$ cat config.mk
export PLATFORM = sky130hd
export DESIGN_NAME = arb_out_fifo
export DESIGN_NICKNAME = d
export VERILOG_FILES = /design/src/rtl/arb_out_fifo_pkg.sv /design/src/rtl/arb_out_fifo_mem.sv /design/src/rtl/arb_out_fifo.sv
export SDC_FILE = /design/constraint.sdc
export NUM_CORES = 1
export LEC_CHECK = 0
export CORE_UTILIZATION = 60
export DETAILED_ROUTE_END_ITERATION = 8
export PLACE_DENSITY = 0.95
export SLEW_MARGIN = 20
export SYNTH_ARGS = -nofsm -noshare
export SYNTH_HDL_FRONTEND = slang
export SYNTH_SLANG_ARGS = --single-unit
$ cat constraint.sdc
create_clock -name clk -period 12.43 [get_ports clk]
set_input_delay 3.729 -clock clk [delete_from_list [all_inputs] [get_ports clk]]
set_output_delay 3.729 -clock clk [all_outputs]
set_load 0.05 [all_outputs]
$ cat src/rtl/arb_out_fifo_pkg.sv
`default_nettype none
// ============================================================================
// arb_out_fifo_pkg : shared widths for the arbiter output FIFO
// Rev 1.0
// ============================================================================
package arb_out_fifo_pkg;
  // Payload width shared with the round-robin arbiter.
  localparam int unsigned c_DATA_SIZE = 32;
endpackage
`default_nettype wire

$ cat src/rtl/arb_out_fifo_mem.sv
`default_nettype none
// ============================================================================
// arb_out_fifo_mem : register array, one sync write port, one async read port
// Rev 1.0
// ============================================================================
module arb_out_fifo_mem #(
  parameter int unsigned DEPTH     = 4,
  parameter int unsigned DATA_SIZE = 32,
  parameter int unsigned AW        = $clog2(DEPTH)
) (
  input  logic                 clk,
  input  logic                 rst_n,
  input  logic                 i_we,
  input  logic [AW-1:0]        i_waddr,
  input  logic [DATA_SIZE-1:0] i_wdata,
  input  logic [AW-1:0]        i_raddr,
  output logic [DATA_SIZE-1:0] o_rdata
);

  logic [DATA_SIZE-1:0] r_mem [DEPTH];

  // Reset clears every entry so the head reads 0 out of reset.
  always_ff @(posedge clk) begin
    if (!rst_n) begin
      for (int i = 0; i < int'(DEPTH); i++) begin
        r_mem[i] <= '0;
      end
    end else if (i_we) begin
      r_mem[i_waddr] <= i_wdata;
    end
  end

  assign o_rdata = r_mem[i_raddr];

endmodule
`default_nettype wire

$ cat src/rtl/arb_out_fifo.sv
`default_nettype none
// ============================================================================
// arb_out_fifo : valid/ready FIFO between the arbiter and the shared consumer
// Rev 1.0
// ============================================================================
module arb_out_fifo
  import arb_out_fifo_pkg::*;
#(
  parameter int unsigned DEPTH     = 4,
  parameter int unsigned DATA_SIZE = c_DATA_SIZE
) (
  input  logic                       clk,
  input  logic                       rst_n,
  input  logic                       src_valid_i,
  output logic                       src_ready_o,
  input  logic [DATA_SIZE-1:0]       src_data_i,
  output logic                       dst_valid_o,
  input  logic                       dst_ready_i,
  output logic [DATA_SIZE-1:0]       dst_data_o,
  output logic [$clog2(DEPTH):0]     cnt_o
);

  localparam int unsigned PTR_W = $clog2(DEPTH);

  logic [PTR_W:0] r_wr_ptr;
  logic [PTR_W:0] r_rd_ptr;
  logic           w_empty;
  logic           w_full;
  logic           w_push;
  logic           w_pop;

  // Extra MSB is the wrap bit: equal index with differing wrap means full.
  assign w_empty = (r_wr_ptr == r_rd_ptr);
  assign w_full  = (r_wr_ptr[PTR_W-1:0] == r_rd_ptr[PTR_W-1:0]) &&
                   (r_wr_ptr[PTR_W] != r_rd_ptr[PTR_W]);

  assign src_ready_o = !w_full;
  assign dst_valid_o = !w_empty;
  assign w_push      = src_valid_i && src_ready_o;
  assign w_pop       = dst_valid_o && dst_ready_i;
  assign cnt_o       = r_wr_ptr - r_rd_ptr;

  always_ff @(posedge clk) begin
    if (!rst_n) begin
      r_wr_ptr <= '0;
      r_rd_ptr <= '0;
    end else begin
      if (w_push) r_wr_ptr <= r_wr_ptr + 1'b1;
      if (w_pop)  r_rd_ptr <= r_rd_ptr + 1'b1;
    end
  end

  arb_out_fifo_mem #(
    .DEPTH     (DEPTH),
    .DATA_SIZE (DATA_SIZE),
    .AW        (PTR_W)
  ) u_mem (
    .clk     (clk),
    .rst_n   (rst_n),
    .i_we    (w_push),
    .i_waddr (r_wr_ptr[PTR_W-1:0]),
    .i_wdata (src_data_i),
    .i_raddr (r_rd_ptr[PTR_W-1:0]),
    .o_rdata (dst_data_o)
  );

endmodule
`default_nettype wire

==> results.md <==
* Critical path class: register to primary output
* Seq. cell area at 0.00401 mm2
* Port bufs at 72
* Clock Pin Slew Worst Setup and Hold Paths at 0.06 ns
* Via density at 6.03
* RR Startpoint: r_wr_ptr[0]$_SDFFE_PN0P_
* Initial DRC Count at 249
* WP data required at 8.70 ns
* Crit path DAT at 3.11 ns
* CP Buf/Inv Count at 2
* Final WL at 13300 um
* Clk sinks at 136
* TritonCTS clock tree: yes
* Mapped Cells at 381
* First-pass GRT wire length at 20400 um
* Crit path max fanout at 13
* NetSw at 730 uW
* Vias in the first global route at 3751
* Worst Skew at 0.00815 ns
* Critical path's top delay family: buffers and inverters
* Hpwl dp at 7620 um
* CTS Buf Count at 17
* Resized cells post-CTS at 0
* Starting Density at 62.1%
* Antenna-violating nets left at 0
* R2R Path End: u_mem.r_mem[3][30]$_DFFE_PP_
* F_max at 146 MHz
* Worst slew pin tran at 0.950 ns
* Sequential area share after synthesis at 65.6%
* Initial antenna violation count at 0
* Cell variety after synth at 34
* RSZ-0062 raised after global routing: false
* Clock root cell: clkbuf_8
* Status: finished, final reports clean
* Netlist Area Pre-Place at 0.00610 mm2
* Combinational Power Share at 38.9%
* Hold slack at 0.574 ns
* Setup_tns at 0 ns
* Post-CTS Setup Bufs at 0
* Relative slew slack at 36.7%
* Final-report max-slew violation count at 0
* Hold buffers post-CTS at 0
* Hold path cells at 2
* # DRC at 0
* Clock Power Share at 28.7%
* Final instance area at 0.00772 mm2
* Post-synth EDFFs at 128
* Area of the multi-input gates at 0.00202 mm2
* Hold EP: r_rd_ptr[2]$_SDFFE_PN0P_
* Final worst-path cycle share at 55.0%
* Crit-path max cell delay at 0.73 ns
* Largest net degree at the start of global routing at 33
* R2R Setup Slk at 9.22 ns
* Post-synth ARST share at 0%
* MaxCap Viol Count at 0
* First-pass DRT Iterations at 5
* CORE AREA at 0.00982 mm2
* Placed Area at 0.00705 mm2
* Leak at 2.82 nW
* Reg power frac at 32.3%
* Gr usage total at 27.7%
* Avg WL per Cell at 22.0 um
* Reg2Reg Depth at 6
* Die area at 0.0106 mm2
* Area growth syn-to-layout at 26.5%
* Final Setup Violations at 0
* Max Root-Sink Buffers at 2
* Post-synth net total at 422
* Syn Area/Cell at 16.0 um2
* Yosys top cell area share at 63.0%
* Die height at 103 um
* Period minus WS final at 6.84 ns
* Warnings, synthesis at 0
* Sw Ratio at 36.6%
* Slowest-stage cell, CP: clkdlybuf4s50_1
* Cell Chain, Critical Path: inv_1 -> ha_1 -> and2_1 -> nand2_1 -> clkdlybuf4s50_1
* Internal at 1.26 mW
* Die Wd at 103 um
* Final hold vios at 0
* Clock latency on the worst-skew pair at 0.53 ns
* VDD IR-drop max at 245 uV
* Core Util, Final at 78.6%
* Dominant cell type by area after synthesis: edfxtp_1
* Diodes inserted at 0
* Layout cells sized above 1 at 17.4%
* Via count at 3649
* #FFs+latches synth at 136
* Worst setup SP type: register
* CP Capture Type: primary output
* Most used DFF post-synth: edfxtp_1
* Total grt overflow at 0
* H-tree levels at 4
* Top-count cell post-synth: and2_1
* Final net count at 500
* Fill cell count at 522
* Start point of the worst hold path: r_rd_ptr[2]$_SDFFE_PN0P_
* Row Count at 36
* Ranking of synthesized cells by area: edfxtp_1, and2_1, mux4_2
* Synth cell count leaders: and2_1, edfxtp_1, mux4_2
* Pwr per Cell Area at 259 mW/mm2
* Worst hold-check path type: register to register
* # IOs at 73
* Routability Congestion at 0.780
-- worst register-to-register path, stage by stage (launching register included) --
cell     delay [ns]
dfxtp_1        0.57
inv_1          0.18
ha_1           0.39
nand2_1        0.17
o21ai_1        0.27
o31ai_4        0.87
buf_4          0.44
-- layout by cell type, fill, tap and decap left out, types with 2 or more instances in the layout --
cell type	Yosys	final
inv_1	7	7
buf_16	0	2
clkinvlp_4	0	2
nand4_1	5	5
nand2_1	9	9
clkbuf_16	0	16
or3_1	2	2
and2_1	129	129
buf_4	0	7
and3b_1	2	2
nand3_1	5	5
edfxtp_1	128	128
ha_1	4	4
dfxtp_1	8	6
o31ai_4	0	2
a31oi_1	3	3
nor2b_1	2	2
clkdlybuf4s50_1	0	72
nand2b_1	2	2
mux4_2	32	32
dfxtp_2	0	2
a211oi_4	0	2
clkinv_2	0	3
o21ai_4	0	2
xnor2_1	2	2
bufinv_16	0	7
-- flip-flops by register name, summed over array words and instances (netlist names), named ones only --
register,count
r_rd_ptr,3
r_wr_ptr,3
u_mem.r_mem,128
-- power by group through the flow --
| stage | logic (mW) | registers, mW | clock network [mW] |
|---|---|---|---|
| after global routing | 0.815 | 0.652 | 0.593 |
| after CTS | 0.780 | 0.646 | 0.573 |
| after floorplan | 0.554 | 0.627 | 0 |
| after detailed placement | 0.771 | 0.653 | 0 |
| final | 0.777 | 0.645 | 0.573 |
| after global placement | 0.757 | 0.646 | 0 |
-- cell families after synthesis --
logic type,count (synthesis),synth area share (%)
buffers and inverters,29,2.38
xor gates and xnor gates,3,0.554
muxes,32,11.8
adders and majority gates,5,1.15
DFF,136,65.6
AOI/OAI and AO/OA,19,2.81
and+or+nand+nor,157,15.7
-- per-layer routing --
layer	GRT usage [%]	share of wire [%]
met3	7.05	7.1
met5	0	0
met4	14.0	2.5
met1	35.4	39
met2	44.7	51
-- per-stage QoR --
step                      instances  setup slack [ns]  total power [mW]
after global placement          571              5.94              1.40
final                           605              5.59              1.99
after global routing            605              5.47              2.06
after floorplan                 381              5.64              1.18
after detailed placement        573              5.85              1.42
after CTS                       605              5.60              2.00
-- worst max-delay path by stage --
stage                                   startpoint                          endpoint  slack [ns]  cells after the start
final                     r_wr_ptr[0]$_SDFFE_PN0P_                       dst_valid_o        5.59                      5
after detailed placement                     rst_n  u_mem.r_mem[0][15]$_SDFFCE_PN0P_        5.85                      5
after global routing      r_wr_ptr[0]$_SDFFE_PN0P_                       dst_valid_o        5.47                      5
after global placement                       rst_n  u_mem.r_mem[0][16]$_SDFFCE_PN0P_        5.94                      5
after CTS                 r_wr_ptr[0]$_SDFFE_PN0P_                       dst_valid_o        5.60                      5
after floorplan                        src_valid_i   u_mem.r_mem[0][0]$_SDFFCE_PN0P_        5.64                      2
-- cell type report --
class                           instances  area share, %
Clock inverter                         14           3.28
Timing Repair Buffer                   81           10.7
Sequential cell                       136           51.9
Multi-Input combinational cell        216           26.2
Inverter                                7          0.341
Clock buffer                           18           5.42
Tap cell                              133           2.16
No activity file was read; power rests on OpenSTA's default activity.
